File: config.mk
export PLATFORM = sky130hd
export DESIGN_NAME = mem_rr_arbiter_flat
export DESIGN_NICKNAME = d
export VERILOG_FILES = /design/src/rtl/mem_rr_arbiter_if.sv /design/src/rtl/mem_rr_arbiter.sv /design/src/flat_wrapper.sv
export SDC_FILE = /design/constraint.sdc
export NUM_CORES = 1
export LEC_CHECK = 0
export ABC_AREA = 1
export BUFFER_PORTS_ARGS = -buffer_cell sky130_fd_sc_hd__buf_2
export CAP_MARGIN = 10
export CORE_MARGIN = 2
export CORE_UTILIZATION = 37
export CTS_CLUSTER_SIZE = 8
export DETAILED_ROUTE_END_ITERATION = 6
export GPL_ROUTABILITY_DRIVEN = 0
export PLACE_DENSITY = 0.86
export SLEW_MARGIN = 40
export SYNTH_ARGS = -nofsm -noshare
export SYNTH_HDL_FRONTEND = slang
export SYNTH_SLANG_ARGS = --single-unit
File: constraint.sdc
create_clock -name clk -period 3.18 [get_ports clk]
set_clock_uncertainty 0.2 [all_clocks]
set_input_delay 0.318 -clock clk [delete_from_list [all_inputs] [get_ports clk]]
set_output_delay 0.318 -clock clk [all_outputs]
set_load 0.005 [all_outputs]
File: src/rtl/mem_rr_arbiter_if.sv
// Requester-side bundle of mem_rr_arbiter: per-requester request lanes and the shared response.
// slave is the arbiter's view; master is the requesters' view.
interface mem_rr_arbiter_if #(
   parameter int unsigned NREQ   = 2,
   parameter int unsigned ADDR_W = 4,
   parameter int unsigned DATA_W = 8
);
   logic [NREQ-1:0]        req_valid;
   logic [NREQ-1:0]        req_ready;
   logic [NREQ-1:0]        req_wen;
   logic [NREQ-1:0]        req_lock;
   logic [NREQ*ADDR_W-1:0] req_addr;
   logic [NREQ*DATA_W-1:0] req_wdata;
   logic [NREQ-1:0]        rsp_valid;
   logic [DATA_W-1:0]      rsp_data;

   modport slave (
      input  req_valid, req_wen, req_lock, req_addr, req_wdata,
      output req_ready, rsp_valid, rsp_data
   );

   modport master (
      output req_valid, req_wen, req_lock, req_addr, req_wdata,
      input  req_ready, rsp_valid, rsp_data
   );
endinterface

File: src/rtl/mem_rr_arbiter.sv
// Round-robin arbiter with burst lock sharing one single-ported memory among NREQ requesters.
// Define MEM_RR_ARBITER_PERF_CNT_EN to add per-requester grant/stall counters.
module mem_rr_arbiter #(
   parameter int unsigned NREQ      = 2,
   parameter int unsigned ADDR_W    = 4,
   parameter int unsigned DATA_W    = 8,
   parameter int unsigned MAX_BURST = 4
) (
   input  logic                   clk,
   input  logic                   rst,
   mem_rr_arbiter_if.slave        req_if,
   output logic [ADDR_W-1:0]      mem_addr_o,
   output logic [DATA_W-1:0]      mem_data_o,
   output logic                   mem_wen_o,
   output logic                   mem_ren_o,
`ifdef MEM_RR_ARBITER_PERF_CNT_EN
   input  logic                   cnt_clr_i,
   output logic [NREQ*16-1:0]     grant_cnt_o,
   output logic [NREQ*16-1:0]     stall_cnt_o,
`endif
   input  logic [DATA_W-1:0]      mem_odata_i
);
   localparam int unsigned IdxW = (NREQ > 2) ? 2 : 1;

   typedef enum logic {StUnlocked, StLocked} state_e;

   state_e          state_q, state_d;
   logic [IdxW-1:0] owner_q, owner_d;
   logic [IdxW-1:0] rr_ptr_q, rr_ptr_d;
   logic [3:0]      burst_cnt_q, burst_cnt_d;
   logic [NREQ-1:0] rsp_valid_q, rsp_valid_d;

   logic            locked_active;
   logic            win_vld;
   logic [IdxW-1:0] win_idx;
   logic [IdxW-1:0] cand;
   logic [3:0]      cnt_eff;

   always_comb begin
      win_vld       = 1'b0;
      win_idx       = '0;
      cand          = '0;
      locked_active = (state_q == StLocked) && req_if.req_valid[owner_q];
      // Nothing is granted while in reset so the memory sees no strobes.
      if (!rst) begin
         if (locked_active) begin
            win_vld = 1'b1;
            win_idx = owner_q;
         end else begin
            for (int unsigned k = 0; k < NREQ; k++) begin
               cand = IdxW'((32'(rr_ptr_q) + k) % NREQ);
               if (!win_vld && req_if.req_valid[cand]) begin
                  win_vld = 1'b1;
                  win_idx = cand;
               end
            end
         end
      end
   end

   always_comb begin
      req_if.req_ready = '0;
      mem_addr_o       = '0;
      mem_data_o       = '0;
      mem_wen_o        = 1'b0;
      mem_ren_o        = 1'b0;
      if (win_vld) begin
         req_if.req_ready = NREQ'(1) << win_idx;
         mem_addr_o       = req_if.req_addr[32'(win_idx)*ADDR_W +: ADDR_W];
         mem_data_o       = req_if.req_wdata[32'(win_idx)*DATA_W +: DATA_W];
         mem_wen_o        = req_if.req_wen[win_idx];
         mem_ren_o        = ~req_if.req_wen[win_idx];
      end
   end

   assign req_if.rsp_data  = mem_odata_i;
   assign req_if.rsp_valid = rsp_valid_q & ~{NREQ{rst}};

   always_comb begin
      // A stale count from a dropped lock must not carry into the next burst.
      cnt_eff     = locked_active ? burst_cnt_q : 4'd0;
      state_d     = locked_active ? StLocked : StUnlocked;
      owner_d     = owner_q;
      burst_cnt_d = cnt_eff;
      rr_ptr_d    = rr_ptr_q;
      rsp_valid_d = '0;
      if (win_vld) begin
         rr_ptr_d = (win_idx == IdxW'(NREQ - 1)) ? '0 : win_idx + IdxW'(1);
         if (req_if.req_lock[win_idx] && ((5'(cnt_eff) + 5'd1) < 5'(MAX_BURST))) begin
            state_d     = StLocked;
            owner_d     = win_idx;
            burst_cnt_d = cnt_eff + 4'd1;
         end else begin
            state_d     = StUnlocked;
            burst_cnt_d = 4'd0;
         end
         if (!req_if.req_wen[win_idx]) rsp_valid_d = NREQ'(1) << win_idx;
      end
   end

   always_ff @(posedge clk) begin
      if (rst) begin
         state_q     <= StUnlocked;
         owner_q     <= '0;
         rr_ptr_q    <= '0;
         burst_cnt_q <= 4'd0;
         rsp_valid_q <= '0;
      end else begin
         state_q     <= state_d;
         owner_q     <= owner_d;
         rr_ptr_q    <= rr_ptr_d;
         burst_cnt_q <= burst_cnt_d;
         rsp_valid_q <= rsp_valid_d;
      end
   end

`ifdef MEM_RR_ARBITER_PERF_CNT_EN
   logic [15:0] grant_q [NREQ];
   logic [15:0] stall_q [NREQ];

   always_ff @(posedge clk) begin
      for (int unsigned i = 0; i < NREQ; i++) begin
         if (rst || cnt_clr_i) begin
            grant_q[i] <= 16'h0000;
            stall_q[i] <= 16'h0000;
         end else begin
            if (req_if.req_valid[i] && req_if.req_ready[i] && grant_q[i] != 16'hFFFF)
               grant_q[i] <= grant_q[i] + 16'd1;
            if (req_if.req_valid[i] && !req_if.req_ready[i] && stall_q[i] != 16'hFFFF)
               stall_q[i] <= stall_q[i] + 16'd1;
         end
      end
   end

   always_comb begin
      grant_cnt_o = '0;
      stall_cnt_o = '0;
      for (int unsigned i = 0; i < NREQ; i++) begin
         grant_cnt_o[i*16 +: 16] = grant_q[i];
         stall_cnt_o[i*16 +: 16] = stall_q[i];
      end
   end
`endif
endmodule

File: src/flat_wrapper.sv
// flat-port wrapper written by rule: the top's interface ports become plain ports
module mem_rr_arbiter_flat 
#(
   parameter int unsigned NREQ      = 2,
   parameter int unsigned ADDR_W    = 4,
   parameter int unsigned DATA_W    = 8,
   parameter int unsigned MAX_BURST = 4
)
  (clk, rst, mem_addr_o, mem_data_o, mem_wen_o, mem_ren_o, mem_odata_i, req_if_req_valid, req_if_req_wen, req_if_req_lock, req_if_req_addr, req_if_req_wdata, req_if_req_ready, req_if_rsp_valid, req_if_rsp_data);
  mem_rr_arbiter_if #(.NREQ(NREQ), .ADDR_W(ADDR_W), .DATA_W(DATA_W)) req_if_i ();
  input  logic clk;
  input  logic rst;
  output logic [ADDR_W-1:0] mem_addr_o;
  output logic [DATA_W-1:0] mem_data_o;
  output logic mem_wen_o;
  output logic mem_ren_o;
  input  logic [DATA_W-1:0] mem_odata_i;
  input wire logic [$bits(req_if_i.req_valid)-1:0] req_if_req_valid;
  input wire logic [$bits(req_if_i.req_wen)-1:0] req_if_req_wen;
  input wire logic [$bits(req_if_i.req_lock)-1:0] req_if_req_lock;
  input wire logic [$bits(req_if_i.req_addr)-1:0] req_if_req_addr;
  input wire logic [$bits(req_if_i.req_wdata)-1:0] req_if_req_wdata;
  output wire logic [$bits(req_if_i.req_ready)-1:0] req_if_req_ready;
  output wire logic [$bits(req_if_i.rsp_valid)-1:0] req_if_rsp_valid;
  output wire logic [$bits(req_if_i.rsp_data)-1:0] req_if_rsp_data;
  assign req_if_i.req_valid = req_if_req_valid;
  assign req_if_i.req_wen = req_if_req_wen;
  assign req_if_i.req_lock = req_if_req_lock;
  assign req_if_i.req_addr = req_if_req_addr;
  assign req_if_i.req_wdata = req_if_req_wdata;
  assign req_if_req_ready = req_if_i.req_ready;
  assign req_if_rsp_valid = req_if_i.rsp_valid;
  assign req_if_rsp_data = req_if_i.rsp_data;
  mem_rr_arbiter #(.NREQ(NREQ), .ADDR_W(ADDR_W), .DATA_W(DATA_W), .MAX_BURST(MAX_BURST)) u_core (.clk(clk), .rst(rst), .req_if(req_if_i), .mem_addr_o(mem_addr_o), .mem_data_o(mem_data_o), .mem_wen_o(mem_wen_o), .mem_ren_o(mem_ren_o), .mem_odata_i(mem_odata_i));
endmodule
==> impl_metrics.prom, run 1 <==
# TYPE chip_impl_metric gauge
chip_impl_metric{name="grt_util_met2",unit=""} 0.293
chip_impl_metric{name="clock_sink_count",unit=""} 9
chip_impl_metric{name="synth.yosys.warnings",unit=""} 0
chip_impl_metric{name="use_met1",unit=""} 0.152
chip_impl_metric{name="critical_path_arrival",unit="ns"} 1.60
chip_impl_metric{name="starting_utilization_of_the_core_area",unit=""} 0.408
chip_impl_metric{name="irDropWorstVdd",unit="V"} 0.000202
chip_impl_metric{name="placed_cell_area",unit="um^2"} 822
chip_impl_metric{name="htree_levels",unit=""} 1
chip_impl_metric{name="ctsResizeCount",unit=""} 0
chip_impl_metric{name="timing.critical_path.depth",unit=""} 8
chip_impl_info{name="crit_slowest_cell",value="dfxtp_1"} 1
chip_impl_metric{name="grt.total_usage",unit=""} 0.154
chip_impl_metric{name="die_y",unit="um"} 45.4
chip_impl_metric{name="layout-drive-gt1-share",unit=""} 0.500
chip_impl_info{name="r2r_start",value="u_core.owner_q$_SDFFE_PP0P_"} 1
chip_impl_metric{name="p_leak",unit="nW"} 0.512
chip_impl_metric{name="r2r.worst_path.cells",unit=""} 9
chip_impl_metric{name="syn_area",unit="um^2"} 636
chip_impl_metric{name="gr-usage-met3",unit=""} 0.0397
chip_impl_info{name="min-delay-path-class",value="in2reg"} 1
chip_impl_metric{name="filler_cell_count",unit=""} 162
chip_impl_metric{name="final_cell_count_no_fill",unit=""} 144
chip_impl_metric{name="detailed_place_hpwl",unit="um"} 1410
chip_impl_info{name="cp-start-kind",value="flop"} 1
chip_impl_info{name="synth_top_cells_by_area",value="dfxtp_1 28%, a22o_1 17%, buf_4 9.4%"} 1
chip_impl_metric{name="number_of_maximum_capacitance_constraint_violations",unit=""} 0
chip_impl_metric{name="avgSynthCellArea",unit="um^2"} 7.57
chip_impl_info{name="critical_path.reg2reg.endpoint",value="u_core.owner_q$_SDFFE_PP0P_"} 1
chip_impl_info{name="grt.busiest_layer",value="met2"} 1
chip_impl_metric{name="grt_first_pass_wirelength",unit="um"} 2250
chip_impl_metric{name="final_area",unit="um^2"} 848
chip_impl_metric{name="final_period_minus_worst_setup_slack",unit="ns"} 2.12
chip_impl_metric{name="ys_async_sr_fraction",unit=""} 0
chip_impl_metric{name="syn_to_final_growth",unit="%"} 33.5
chip_impl_metric{name="drv_slew",unit=""} 0
chip_impl_metric{name="grt.overflow.total",unit=""} 0
chip_impl_metric{name="placedCellCount",unit=""} 140
chip_impl_metric{name="grt_max_degree",unit=""} 14
chip_impl_metric{name="cts.clk_slew.worst_paths",unit="ns"} 0.06
chip_impl_info{name="cp_common_cell",value="inv_2"} 1
chip_impl_metric{name="worstSkewPairLatency",unit="ns"} 0.26
chip_impl_metric{name="drc_errors",unit=""} 0
chip_impl_metric{name="critical_path.max_stage_delay",unit="ns"} 0.40
chip_impl_metric{name="placementRows",unit=""} 14
chip_impl_metric{name="cts-buffers-inserted",unit=""} 3
chip_impl_metric{name="whs",unit="ns"} 0.0288
chip_impl_metric{name="drt-pass1-iter-count",unit=""} 5
chip_impl_metric{name="ys_seq_elements",unit=""} 9
chip_impl_metric{name="iteration_0_drc_count_of_the_detailed_router",unit=""} 8
chip_impl_metric{name="quantity_of_i_o_buffers_inserted_on_ports",unit=""} 49
chip_impl_metric{name="crit_fanout",unit=""} 13
chip_impl_metric{name="synthDominantCellAreaShare",unit=""} 0.283
chip_impl_info{name="rsz0062_at_grt",value="false"} 1
chip_impl_info{name="cts_tree",value="done"} 1
chip_impl_metric{name="first_global_vias",unit=""} 609
chip_impl_metric{name="post_drt_wl_per_cell",unit="um"} 11.5
chip_impl_metric{name="wirelength",unit="um"} 1650
chip_impl_info{name="run_status",value="finished clean"} 1
chip_impl_info{name="worstSetupEndpointType",value="output port"} 1
chip_impl_metric{name="core_region_area",unit="um^2"} 1560
chip_impl_info{name="hold_path_startpoint",value="req_if_req_wen[1]"} 1
chip_impl_metric{name="io-pin-count",unit=""} 66
chip_impl_info{name="critical_path_source",value="u_core.owner_q$_SDFFE_PP0P_"} 1
chip_impl_metric{name="antenna_found_initial",unit=""} 0
chip_impl_metric{name="p_per_area",unit="nW/um^2"} 359
chip_impl_metric{name="ctsHoldBuffers",unit=""} 0
chip_impl_metric{name="vias",unit=""} 727
chip_impl_metric{name="postCtsSetupBuffers",unit=""} 0
chip_impl_info{name="crit_type",value="reg2out"} 1
chip_impl_metric{name="dieArea",unit="um^2"} 2070
chip_impl_metric{name="vias_per_cell",unit=""} 5.05
chip_impl_info{name="synth_area_leader_cell",value="dfxtp_1"} 1
chip_impl_metric{name="seq_area_frac_synth",unit=""} 0.283
chip_impl_metric{name="synth.lib_cells_used.distinct",unit=""} 21
chip_impl_metric{name="cp.buffers_inverters",unit=""} 3
chip_impl_metric{name="p_total",unit="mW"} 0.305
chip_impl_metric{name="final_hold_viol_count",unit=""} 0
chip_impl_metric{name="finalSetupTns",unit="ns"} 0
chip_impl_info{name="path_cells",value="inv_2, nand2_4, nand3_4, nand2_2, nand3_2, inv_2, a22o_1, buf_2"} 1
chip_impl_metric{name="die_outline_width",unit="um"} 45.4
chip_impl_metric{name="drt.antenna.violating_nets",unit=""} 0
chip_impl_info{name="crit_family",value="flip-flops"} 1
chip_impl_info{name="synth.top_cells.by_count",value="14 x nand2_1, 12 x a22o_1, 9 x dfxtp_1"} 1
chip_impl_metric{name="r2r_slack",unit="ns"} 1.66
chip_impl_info{name="ys_dominant_reg_cell",value="dfxtp_1"} 1
chip_impl_metric{name="number_of_buffers_on_the_longest_clock_path",unit=""} 2
chip_impl_info{name="library_cell_used_as_clock_root_buffer",value="clkbuf_4"} 1
chip_impl_metric{name="syn-instance-count",unit=""} 84
chip_impl_metric{name="worst_ep_required_time",unit="ns"} 2.66
chip_impl_metric{name="finalSetupViolations",unit=""} 0
chip_impl_info{name="yosys.cell_count.top_type",value="nand2_1"} 1
chip_impl_info{name="critPathCapture",value="mem_data_o[1]"} 1
chip_impl_metric{name="total_inserted_antenna_cells",unit=""} 0
chip_impl_metric{name="num-nets-final",unit=""} 169
chip_impl_metric{name="synth-edff-count",unit=""} 0
chip_impl_metric{name="final.period_utilization",unit=""} 0.667
chip_impl_metric{name="max_frequency",unit="GHz"} 0.472
-- per-layer routing --
layer,part of all wire,vias to the layer above
met1,0.40,308
met2,0.49,52
met5,0,-
met3,0.10,4
met4,0.016,0
li1,-,363
-- worst min path at each step --
stage                                            end  slack [ns]  depth (start not counted)
floorplan           u_core.rsp_valid_q[0]$_SDFF_PP0_        0.19                          1
global placement        u_core.rr_ptr_q$_SDFFE_PP0P_        0.29                          2
detailed placement      u_core.rr_ptr_q$_SDFFE_PP0P_        0.30                          2
CTS                 u_core.rsp_valid_q[1]$_SDFF_PP0_        0.02                          2
global route        u_core.rsp_valid_q[1]$_SDFF_PP0_        0.03                          2
finish              u_core.rsp_valid_q[1]$_SDFF_PP0_        0.03                          2
-- cell usage in the layout, fill, tap and decap left out, drive strengths merged --
cell type   n
a21boi      1
a21oi       4
a22o       12
buf        49
clkbuf      4
conb        2
dfxtp       9
inv        11
nand2      19
nand3       3
nand4       4
nor2        7
o21ai       2
o22ai       1
-- logic make-up after synthesis --
logic type | after synthesis | share of synthesized area
buf+inv | 21 | 0.195
other cells | 1 | 0.00590
compound gates | 20 | 0.234
flops | 9 | 0.283
simple gates | 33 | 0.281
-- state kept, by name, indices dropped and copies added, names as in the netlist --
signal,count
u_core.burst_cnt_q,4
u_core.rsp_valid_q,2
u_core.owner_q,1
u_core.rr_ptr_q,1
u_core.state_q,1
-- stage by stage --
step / util / setup slack, ns
6_report: 0.544 / 1.06
2_1_floorplan: - / 1.53
3_5_place_dp: 0.527 / 1.25
4_1_cts: 0.544 / 1.06
3_3_place_gp: 0.527 / 1.31
5_1_grt: 0.544 / 0.937
-- final cells by class --
class / instances / area [um^2] / area share
multi-input cells: 55 / 335 / 0.395
repair buffers: 49 / 245 / 0.289
flip-flops and latches: 9 / 180 / 0.212
inverters: 11 / 41.3 / 0.0487
clock buffers: 4 / 26.3 / 0.0310
well taps: 16 / 20.0 / 0.0236
-- power by group --
part,internal (mW),switching [mW]
combinational,0.0466,0.0481
sequential,0.119,0.00449
clock,0.0482,0.0380
(Power assumes the default switching activity.)
==> inputs of run 2 (changes only) <==
CORE_UTILIZATION = 34   (was 37)
PLACE_DENSITY = 0.8   (was 0.86)
clock period = 2.1 ns   (was 3.18 ns; I/O delays follow)
==> impl_metrics.prom, run 2 (synthesis results as in run 1) <==
# TYPE chip_impl_metric gauge
chip_impl_metric{name="clockPowerShare",unit=""} 0.284
chip_impl_metric{name="cp.buffers_inverters",unit=""} 3
chip_impl_metric{name="placementRows",unit=""} 15
chip_impl_info{name="crit_family",value="simple AND/OR/NAND/NOR gates"} 1
chip_impl_info{name="final_common_cell",value="buf_2"} 1
chip_impl_metric{name="final_hold_viol_count",unit=""} 0
chip_impl_metric{name="largest_reg_flops",unit=""} 4
chip_impl_info{name="rsz0062_at_grt",value="false"} 1
chip_impl_metric{name="final.period_utilization",unit=""} 0.923
chip_impl_metric{name="io-pin-count",unit=""} 66
chip_impl_metric{name="drv_slew",unit=""} 0
chip_impl_metric{name="number_of_maximum_capacitance_constraint_violations",unit=""} 0
chip_impl_metric{name="die_y",unit="um"} 47.2
chip_impl_metric{name="syn_to_final_growth",unit="%"} 39.0
chip_impl_metric{name="clock_sink_count",unit=""} 9
chip_impl_metric{name="detailed_place_hpwl",unit="um"} 1610
chip_impl_info{name="cp-start-kind",value="flop"} 1
chip_impl_metric{name="finalSetupTns",unit="ns"} 0
chip_impl_metric{name="dieArea",unit="um^2"} 2230
chip_impl_metric{name="cell_depth_of_the_worst_hold_path",unit=""} 4
chip_impl_metric{name="num-nets-final",unit=""} 171
chip_impl_metric{name="use_met1",unit=""} 0.151
chip_impl_metric{name="p_switching",unit="mW"} 0.144
chip_impl_info{name="crit_slowest_cell",value="dfxtp_2"} 1
chip_impl_metric{name="switching_share",unit=""} 0.305
chip_impl_metric{name="critical_path.max_stage_delay",unit="ns"} 0.37
chip_impl_metric{name="grt_max_degree",unit=""} 14
chip_impl_metric{name="worst_ep_required_time",unit="ns"} 1.69
chip_impl_metric{name="vias_per_cell",unit=""} 4.77
chip_impl_metric{name="finalSetupViolations",unit=""} 0
chip_impl_metric{name="cts-buffers-inserted",unit=""} 3
chip_impl_info{name="mostFrequentLayoutCells",value="49 x buf_2, 14 x nand2_1, 12 x a22o_1"} 1
chip_impl_metric{name="final_period_minus_worst_setup_slack",unit="ns"} 1.94
chip_impl_info{name="crit_type",value="reg2out"} 1
chip_impl_metric{name="p_per_area",unit="nW/um^2"} 534
chip_impl_metric{name="whs",unit="ns"} 0.0762
chip_impl_metric{name="layout-drive-gt1-share",unit=""} 0.500
chip_impl_metric{name="cts.clk_slew.worst_paths",unit="ns"} 0.06
chip_impl_metric{name="grt.total_usage",unit=""} 0.166
chip_impl_info{name="cts_tree",value="done"} 1
chip_impl_metric{name="postCtsSetupBuffers",unit=""} 0
chip_impl_info{name="worstSetupEndpointType",value="output port"} 1
chip_impl_metric{name="first_global_vias",unit=""} 644
chip_impl_metric{name="quantity_of_i_o_buffers_inserted_on_ports",unit=""} 49
chip_impl_metric{name="grt_util_met2",unit=""} 0.322
chip_impl_metric{name="vias",unit=""} 740
chip_impl_metric{name="max_frequency",unit="GHz"} 0.516
chip_impl_metric{name="power.share.combinational",unit=""} 0.318
chip_impl_metric{name="starting_utilization_of_the_core_area",unit=""} 0.364
chip_impl_metric{name="iteration_0_drc_count_of_the_detailed_router",unit=""} 9
chip_impl_metric{name="drc_errors",unit=""} 0
chip_impl_metric{name="drt-pass1-iter-count",unit=""} 5
chip_impl_info{name="top_regs",value="u_core.burst_cnt_q: 4 flops, u_core.rsp_valid_q: 2 flops"} 1
chip_impl_metric{name="wirelength",unit="um"} 1860
chip_impl_metric{name="sequentialPowerShare",unit=""} 0.398
chip_impl_metric{name="final_area",unit="um^2"} 883
chip_impl_metric{name="crit_fanout",unit=""} 13
chip_impl_metric{name="drt.antenna.violating_nets",unit=""} 0
chip_impl_metric{name="p_leak",unit="nW"} 0.520
chip_impl_info{name="largest-register",value="u_core.burst_cnt_q"} 1
chip_impl_metric{name="post_drt_wl_per_cell",unit="um"} 12.0
chip_impl_info{name="path_cells",value="inv_2, nand2_4, nand3_4, nand2_2, nand3_2, inv_4, a22o_1, buf_2"} 1
chip_impl_metric{name="htree_levels",unit=""} 1
chip_impl_metric{name="number_of_buffers_on_the_longest_clock_path",unit=""} 2
chip_impl_metric{name="worstSkewPairLatency",unit="ns"} 0.26
chip_impl_metric{name="antenna_found_initial",unit=""} 0
chip_impl_metric{name="core_region_area",unit="um^2"} 1750
chip_impl_metric{name="critical_path_arrival",unit="ns"} 1.53
chip_impl_info{name="library_cell_used_as_clock_root_buffer",value="clkbuf_4"} 1
chip_impl_metric{name="p_total",unit="mW"} 0.471
chip_impl_metric{name="total_inserted_antenna_cells",unit=""} 0
chip_impl_metric{name="post-route-worst-setup-slack",unit="ns"} 0.161
chip_impl_metric{name="timing.critical_path.depth",unit=""} 8
chip_impl_metric{name="grt.overflow.total",unit=""} 0
chip_impl_metric{name="cellInternalPower",unit="mW"} 0.328
chip_impl_metric{name="gr-usage-met3",unit=""} 0.0615
chip_impl_info{name="min-delay-path-class",value="in2reg"} 1
chip_impl_info{name="grt.busiest_layer",value="met2"} 1
chip_impl_metric{name="placed_cell_area",unit="um^2"} 833
chip_impl_metric{name="r2r.worst_path.cells",unit=""} 9
chip_impl_metric{name="place_worst_setup_slack",unit="ns"} 0.358
chip_impl_info{name="run_status",value="finished clean"} 1
chip_impl_metric{name="grt_first_pass_wirelength",unit="um"} 2540
chip_impl_metric{name="irDropWorstVdd",unit="V"} 0.000277
chip_impl_metric{name="die_outline_width",unit="um"} 47.2
[run 2: cell type report]
cell class	count	area, um^2
Clock buffer	4	26.3
Tap cell	25	31.3
Sequential cell	9	181
Timing Repair Buffer	51	265
Inverter	11	43.8
Multi-Input combinational cell	55	335
Fill cell	178	862
[run 2: layer usage]
metal | part of all wire | wire length, um
met4 | 0.015 | 27
met2 | 0.50 | 929
met3 | 0.11 | 196
met5 | 0 | 0
met1 | 0.38 | 708
[run 2: power groups by stage]
stage	Sequential (mW)	Clock (mW)	Combinational (mW)
after floorplan	0.190	0	0.0952
after global placement	0.191	0	0.142
after detailed placement	0.191	0	0.146
after CTS	0.187	0.134	0.150
after global routing	0.189	0.145	0.166
final	0.188	0.134	0.150
[run 2: path summary, 6_finish.rpt]
path / start / to / slack, ns
worst max-delay path: u_core.owner_q$_SDFFE_PP0P_ / mem_addr_o[1] / 0.16
worst min-delay path: req_if_req_valid[0] / u_core.rr_ptr_q$_SDFFE_PP0P_ / 0.08
worst max register to register: u_core.owner_q$_SDFFE_PP0P_ / u_core.burst_cnt_q[0]$_SDFF_PP0_ / 0.58
worst min register to register: u_core.rr_ptr_q$_SDFFE_PP0P_ / u_core.rr_ptr_q$_SDFFE_PP0P_ / 0.29
[run 2: metrics by stage]
step,utilization,cells
CTS,0.504,155
finish,0.506,155
detailed placement,0.477,149
floorplan,-,85
global route,0.506,155
global placement,0.477,149
[run 2: worst min-delay path, cell delays in order]
cell and delay (ns):
buf_2 0.11, inv_2 0.06, nand4_1 0.06, nand2_1 0.05
[run 2: what timing repair did]
action,CTS,global route
hold endpoints to repair,2,0
hold buffers,2,0
resized for setup,0,2
setup endpoints to repair,0,12
